**config.mk**
```make
export PLATFORM = sky130hd
export DESIGN_NAME = ring_arbiter_flat
export DESIGN_NICKNAME = d
export VERILOG_FILES = /design/src/rtl/ring_arbiter_if.sv /design/src/rtl/ring_arbiter.sv /design/src/flat_wrapper.sv
export SDC_FILE = /design/constraint.sdc
export NUM_CORES = 1
export LEC_CHECK = 0
export ABC_AREA = 1
export BUFFER_PORTS_ARGS = -buffer_cell sky130_fd_sc_hd__buf_2
export CAP_MARGIN = 25
export CORE_MARGIN = 3
export CORE_UTILIZATION = 57
export CTS_CLUSTER_DIAMETER = 100
export DETAILED_ROUTE_END_ITERATION = 8
export PLACE_DENSITY = 0.93
export SETUP_SLACK_MARGIN = 0.5
export SLEW_MARGIN = 40
export SYNTH_ARGS = -nofsm -noshare
export SYNTH_HDL_FRONTEND = slang
export SYNTH_SLANG_ARGS = --single-unit
```
**constraint.sdc**
```tcl
create_clock -name clk -period 3.2 [get_ports clk]
set_input_delay 0.64 -clock clk [delete_from_list [all_inputs] [get_ports clk]]
set_output_delay 0.64 -clock clk [all_outputs]
set_load 0.05 [all_outputs]
```
**src/rtl/ring_arbiter_if.sv**
```systemverilog
// Requester/arbiter bundle for ring_arbiter: level requests in, one-hot grant and ring status out.
interface ring_arbiter_if #(
  parameter int N = 4
);
  logic [N-1:0] req;
  logic [N-1:0] grant;
  logic         busy;
  logic [N-1:0] token;
  logic [7:0]   hold_cnt;
  logic         preempt;

  modport master (output req, input grant, busy, token, hold_cnt, preempt);
  modport slave  (input req, output grant, busy, token, hold_cnt, preempt);
endinterface

```
**src/rtl/ring_arbiter.sv**
```systemverilog
// Round-robin arbiter with a one-hot rotating token and a registered one-hot grant.
// Defining ARB_TIMEOUT_EN revokes a grant after MAX_HOLD cycles and pulses preempt.
module ring_arbiter #(
  parameter int N        = 4,
  parameter int MAX_HOLD = 8
) (
  input logic           clk,
  input logic           reset,
  ring_arbiter_if.slave bus
);
  typedef enum logic {IDLE, GRANT} state_t;

  localparam logic [N-1:0] ONE        = N'(1);
  localparam logic [7:0]   MAX_HOLD_C = 8'(MAX_HOLD);
`ifdef ARB_TIMEOUT_EN
  localparam bit TIMEOUT_EN = 1'b1;
`else
  localparam bit TIMEOUT_EN = 1'b0;
`endif

  state_t       state, state_nx;
  logic [N-1:0] grant_q, grant_nx;
  logic [N-1:0] token_q, token_nx;
  logic [7:0]   hold_q, hold_nx;
  logic [N-1:0] req_hi, sel;
  logic         owner_req, timeout_hit;

  function automatic logic [N-1:0] lowest_set(input logic [N-1:0] x);
    return x & (~x + ONE);
  endfunction

  // Requests at or above the token win first; otherwise the scan wraps to bit 0.
  assign req_hi      = bus.req & ~(token_q - ONE);
  assign sel         = (|req_hi) ? lowest_set(req_hi) : lowest_set(bus.req);
  assign owner_req   = |(bus.req & grant_q);
  assign timeout_hit = TIMEOUT_EN && (hold_q == MAX_HOLD_C);

  always_comb begin
    // NOTE: every output of this block is defaulted first so no path leaves one unassigned and infers a latch.
    state_nx = state;
    grant_nx = grant_q;
    token_nx = token_q;
    hold_nx  = hold_q;
    case (state)
      IDLE: begin
        if (|bus.req) begin
          grant_nx = sel;
          hold_nx  = 8'd1;
          state_nx = GRANT;
        end
      end
      GRANT: begin
        if (!owner_req || timeout_hit) begin
          grant_nx = '0;
          hold_nx  = '0;
          token_nx = {grant_q[N-2:0], grant_q[N-1]};
          state_nx = IDLE;
        end else if (hold_q != 8'hFF) begin
          hold_nx = hold_q + 8'd1;
        end
      end
      default: state_nx = IDLE;
    endcase
  end

  always_ff @(posedge clk or negedge reset) begin
    // NOTE: state registers use non-blocking assignments so every flop samples pre-edge values.
    if (!reset) begin
      state   <= IDLE;
      grant_q <= '0;
      token_q <= ONE;
      hold_q  <= '0;
    end else begin
      state   <= state_nx;
      grant_q <= grant_nx;
      token_q <= token_nx;
      hold_q  <= hold_nx;
    end
  end

`ifdef ARB_TIMEOUT_EN
  logic preempt_q;

  // A dropped request takes priority, so preempt fires only on a genuine timeout.
  always_ff @(posedge clk or negedge reset) begin
    if (!reset) preempt_q <= 1'b0;
    else        preempt_q <= (state == GRANT) && owner_req && timeout_hit;
  end

  assign bus.preempt = preempt_q;
`else
  assign bus.preempt = 1'b0;
`endif

  assign bus.grant    = grant_q;
  assign bus.busy     = |grant_q;
  assign bus.token    = token_q;
  assign bus.hold_cnt = hold_q;
endmodule

```
**src/flat_wrapper.sv**
```systemverilog
// flat-port wrapper written by rule: the top's interface ports become plain ports
module ring_arbiter_flat 
#(
  parameter int N        = 4,
  parameter int MAX_HOLD = 8
)
  (clk, reset, bus_req, bus_grant, bus_busy, bus_token, bus_hold_cnt, bus_preempt);
  ring_arbiter_if #(.N(N)) bus_i ();
  input logic clk;
  input logic reset;
  input wire logic [$bits(bus_i.req)-1:0] bus_req;
  output wire logic [$bits(bus_i.grant)-1:0] bus_grant;
  output wire logic [$bits(bus_i.busy)-1:0] bus_busy;
  output wire logic [$bits(bus_i.token)-1:0] bus_token;
  output wire logic [$bits(bus_i.hold_cnt)-1:0] bus_hold_cnt;
  output wire logic [$bits(bus_i.preempt)-1:0] bus_preempt;
  assign bus_i.req = bus_req;
  assign bus_grant = bus_i.grant;
  assign bus_busy = bus_i.busy;
  assign bus_token = bus_i.token;
  assign bus_hold_cnt = bus_i.hold_cnt;
  assign bus_preempt = bus_i.preempt;
  ring_arbiter #(.N(N), .MAX_HOLD(MAX_HOLD)) u_core (.clk(clk), .reset(reset), .bus(bus_i));
endmodule
```
==> impl_metrics.json <==
{
  "final.setup.worst_slack_ns": 1.454,
  "synth_nets": 161,
  "crit_chain": "buf_2",
  "cp-end-kind": "output port",
  "fin_crit_sh_pct": 54.56,
  "fmax_mhz": 572.8,
  "mostFrequentLayoutCells": "nand2_1 (47), inv_1 (24), nand3_1 (22), buf_2 (22), dfrtp_1 (16)",
  "grt_pass1_vias": 994,
  "start_kind": "register",
  "r2r_slack_ns": 1.54,
  "status": "completed",
  "die_w_um": 49.83,
  "num-fill-cells": 147,
  "final_common_cell": "nand2_1",
  "whs_ns": 0.2467,
  "diodes": 0,
  "post_cts_buffers": 0,
  "path_class": "register to output port",
  "finalCriticalPeriod_ns": 1.746,
  "antenna_found_initial": 0,
  "cts-buffers-inserted": 3,
  "syn_area_um2": 1095,
  "drcViolationCount": 0,
  "routabilityCongestion": 0.9074,
  "synth.area.mux_share_pct": 0,
  "rsz0062_at_grt": "no",
  "synth-xor-area-share_pct": 0.8000,
  "clkSlewWorstSetupHoldPaths_ns": 0.10,
  "path_buf_inv": 1,
  "numPortBuffers": 22,
  "crit_arrival_ns": 1.11,
  "cts.sink_count": 17,
  "slowest_delay_ns": 0.56,
  "tns_ns": 0,
  "drt_iter0_drc": 40,
  "grt_pass1_wl_um": 4381,
  "crit_fanout": 4,
  "dr.pass1.iters": 4,
  "cts_buffer_depth": 2,
  "vdd_drop_max_uv": 608.7,
  "wirelength_um": 2482,
  "slew_viol_final": 0,
  "ant_nets": 0,
  "fin_nets": 186,
  "synthSimpleGateAreaFrac_pct": 38.74,
  "setup_viol": 0,
  "grt_overflow": 0,
  "synth_compound_area_share_pct": 8.686,
  "wl_per_cell_um": 12.29,
  "yosys.cell_types.count": 21,
  "avgSynthCellArea_um2": 7.156,
  "multi_input_area_um2": 556.8,
  "cts_resized": 0,
  "power.density_nw_per_um2": 880.1,
  "dpl.hpwl_um": 1878,
  "skew_ns": 0.01024,
  "core.rowCount": 15,
  "grt_max_degree": 18,
  "synth-adder-area-share_pct": 2.286,
  "hold_class": "input pin to async pin",
  "ys_seq_area_share_pct": 38.97,
  "maxCapViolations": 0,
  "core_um2": 1764,
  "io_pins": 24,
  "cellLeakagePower_uw": 0.0006879,
  "track_usage_pct": 23.27,
  "r2r_cells": 11,
  "reg2reg_from": "u_core.bus.token[0]$_DFFE_PN1P_",
  "clock-root-buffer": "clkbuf_4",
  "clock_latency_ns": 0.29,
  "r2r-end": "u_core.bus.grant[1]$_DFFE_PN0P_",
  "die_h_um": 49.83,
  "worst_path_max_delay_cell": "dfstp_2",
  "hold_viol": 0,
  "synth-seq-cells": 17,
  "fin_cells": 202,
  "synthCells": 153,
  "via_per_inst": 5.267,
  "cp.required_ns": 2.56,
  "vias": 1064,
  "dp.cells": 198,
  "initial_utilization_pct": 62.06,
  "seq_area_um2": 426.7,
  "die-area_um2": 2483,
  "pre_cts_ws_ns": 1.442,
  "holdBufCountCts": 0,
  "area_growth_syn_to_layout_pct": 13.37,
  "synthTopCellsByArea": "dfrtp_1 (37%), nand2_1 (16%), nand3_1 (10%)",
  "cts_tree": "built",
  "drive_above_1_share_pct": 22.03,
  "synth_top_area_cell": "dfrtp_1",
  "cts_htree_levels": 1,
  "synth_top_family_by_area": "simple AND/OR/NAND/NOR gates",
  "synth_top_area_share_pct": 36.57,
  "yosysWarnings": 0,
  "critical_path.top_delay_family": "flip-flops"
}
-- stage by stage --
| stage | total power, uW | util (%) | cell area, um^2 |
|---|---|---|---|
| 5_1_grt | 1178 | 70.35 | 1241 |
| 6_report | 1092 | 70.35 | 1241 |
| 3_3_place_gp | 955.0 | 68.87 | 1215 |
| 2_1_floorplan | 849.5 | - | 1095 |
| 4_1_cts | 1091 | 70.35 | 1241 |
| 3_5_place_dp | 974.6 | 68.87 | 1215 |
-- power by group --
part	internal, uW	switching [uW]	leakage, uW	total (uW)
Clock	48.4	65.7	0.0000150	114
Combinational	159	474	0.000449	632
Sequential	271	74.9	0.000224	346
-- synthesized netlist by cell type --
| master | number |
|---|---|
| nand3_1 | 22 |
| conb_1 | 1 |
| xor2_1 | 1 |
| o21ai_2 | 4 |
| dfstp_2 | 1 |
| nand2_2 | 3 |
| or2_2 | 2 |
| dfrtp_1 | 16 |
| nor2_1 | 8 |
| inv_1 | 24 |
| nand2_4 | 1 |
| nor2_4 | 1 |
| a21oi_2 | 1 |
| o21ai_0 | 7 |
| ha_1 | 2 |
| clkbuf_8 | 1 |
| nand2_1 | 47 |
| a21oi_4 | 1 |
| nor3_1 | 2 |
| buf_4 | 1 |
| nand4_1 | 7 |
-- cells by family after synthesis --
kind of cell	Yosys count
buffers and inverters	26
other	1
DFF	17
adders and majority gates	2
and+or+nand+nor	93
xor gates and xnor gates	1
AOI/OAI and AO/OA	13
-- per-layer routing --
layer  global-route usage [%]  wire length, um
met2                    34.80             1175
met4                    11.06               25
met3                    5.740              149
met5                        0                0
met1                    31.40             1132
-- layout make-up --
type,count,share of cell area (%)
Clock buffer,4,2.117
Tap cell,25,2.520
Inverter,24,7.258
Timing Repair Buffer,22,8.871
Multi-Input combinational cell,110,44.86
Sequential cell,17,34.37
-- state kept, by name, summed over array words and instances (netlist names) --
name                 cells
u_core.bus.grant         4
u_core.bus.hold_cnt      8
u_core.bus.token         4
u_core.state             1
-- how the worst max path moves through the flow --
stage / from / to / slack [ns] / cells after the start
2_1_floorplan: u_core.bus.grant[3]$_DFFE_PN0P_ / bus_busy / 1.38 / 2
3_3_place_gp: bus_req[0] / u_core.bus.hold_cnt[5]$_DFFE_PN0P_ / 1.52 / 7
3_5_place_dp: bus_req[0] / u_core.bus.hold_cnt[3]$_DFFE_PN0P_ / 1.44 / 7
4_1_cts: u_core.bus.token[0]$_DFFE_PN1P_ / bus_token[0] / 1.44 / 1
5_1_grt: u_core.bus.grant[1]$_DFFE_PN0P_ / bus_busy / 1.36 / 3
6_report: u_core.bus.token[0]$_DFFE_PN1P_ / bus_token[0] / 1.45 / 1
No activity file was read; power rests on OpenSTA's default activity.
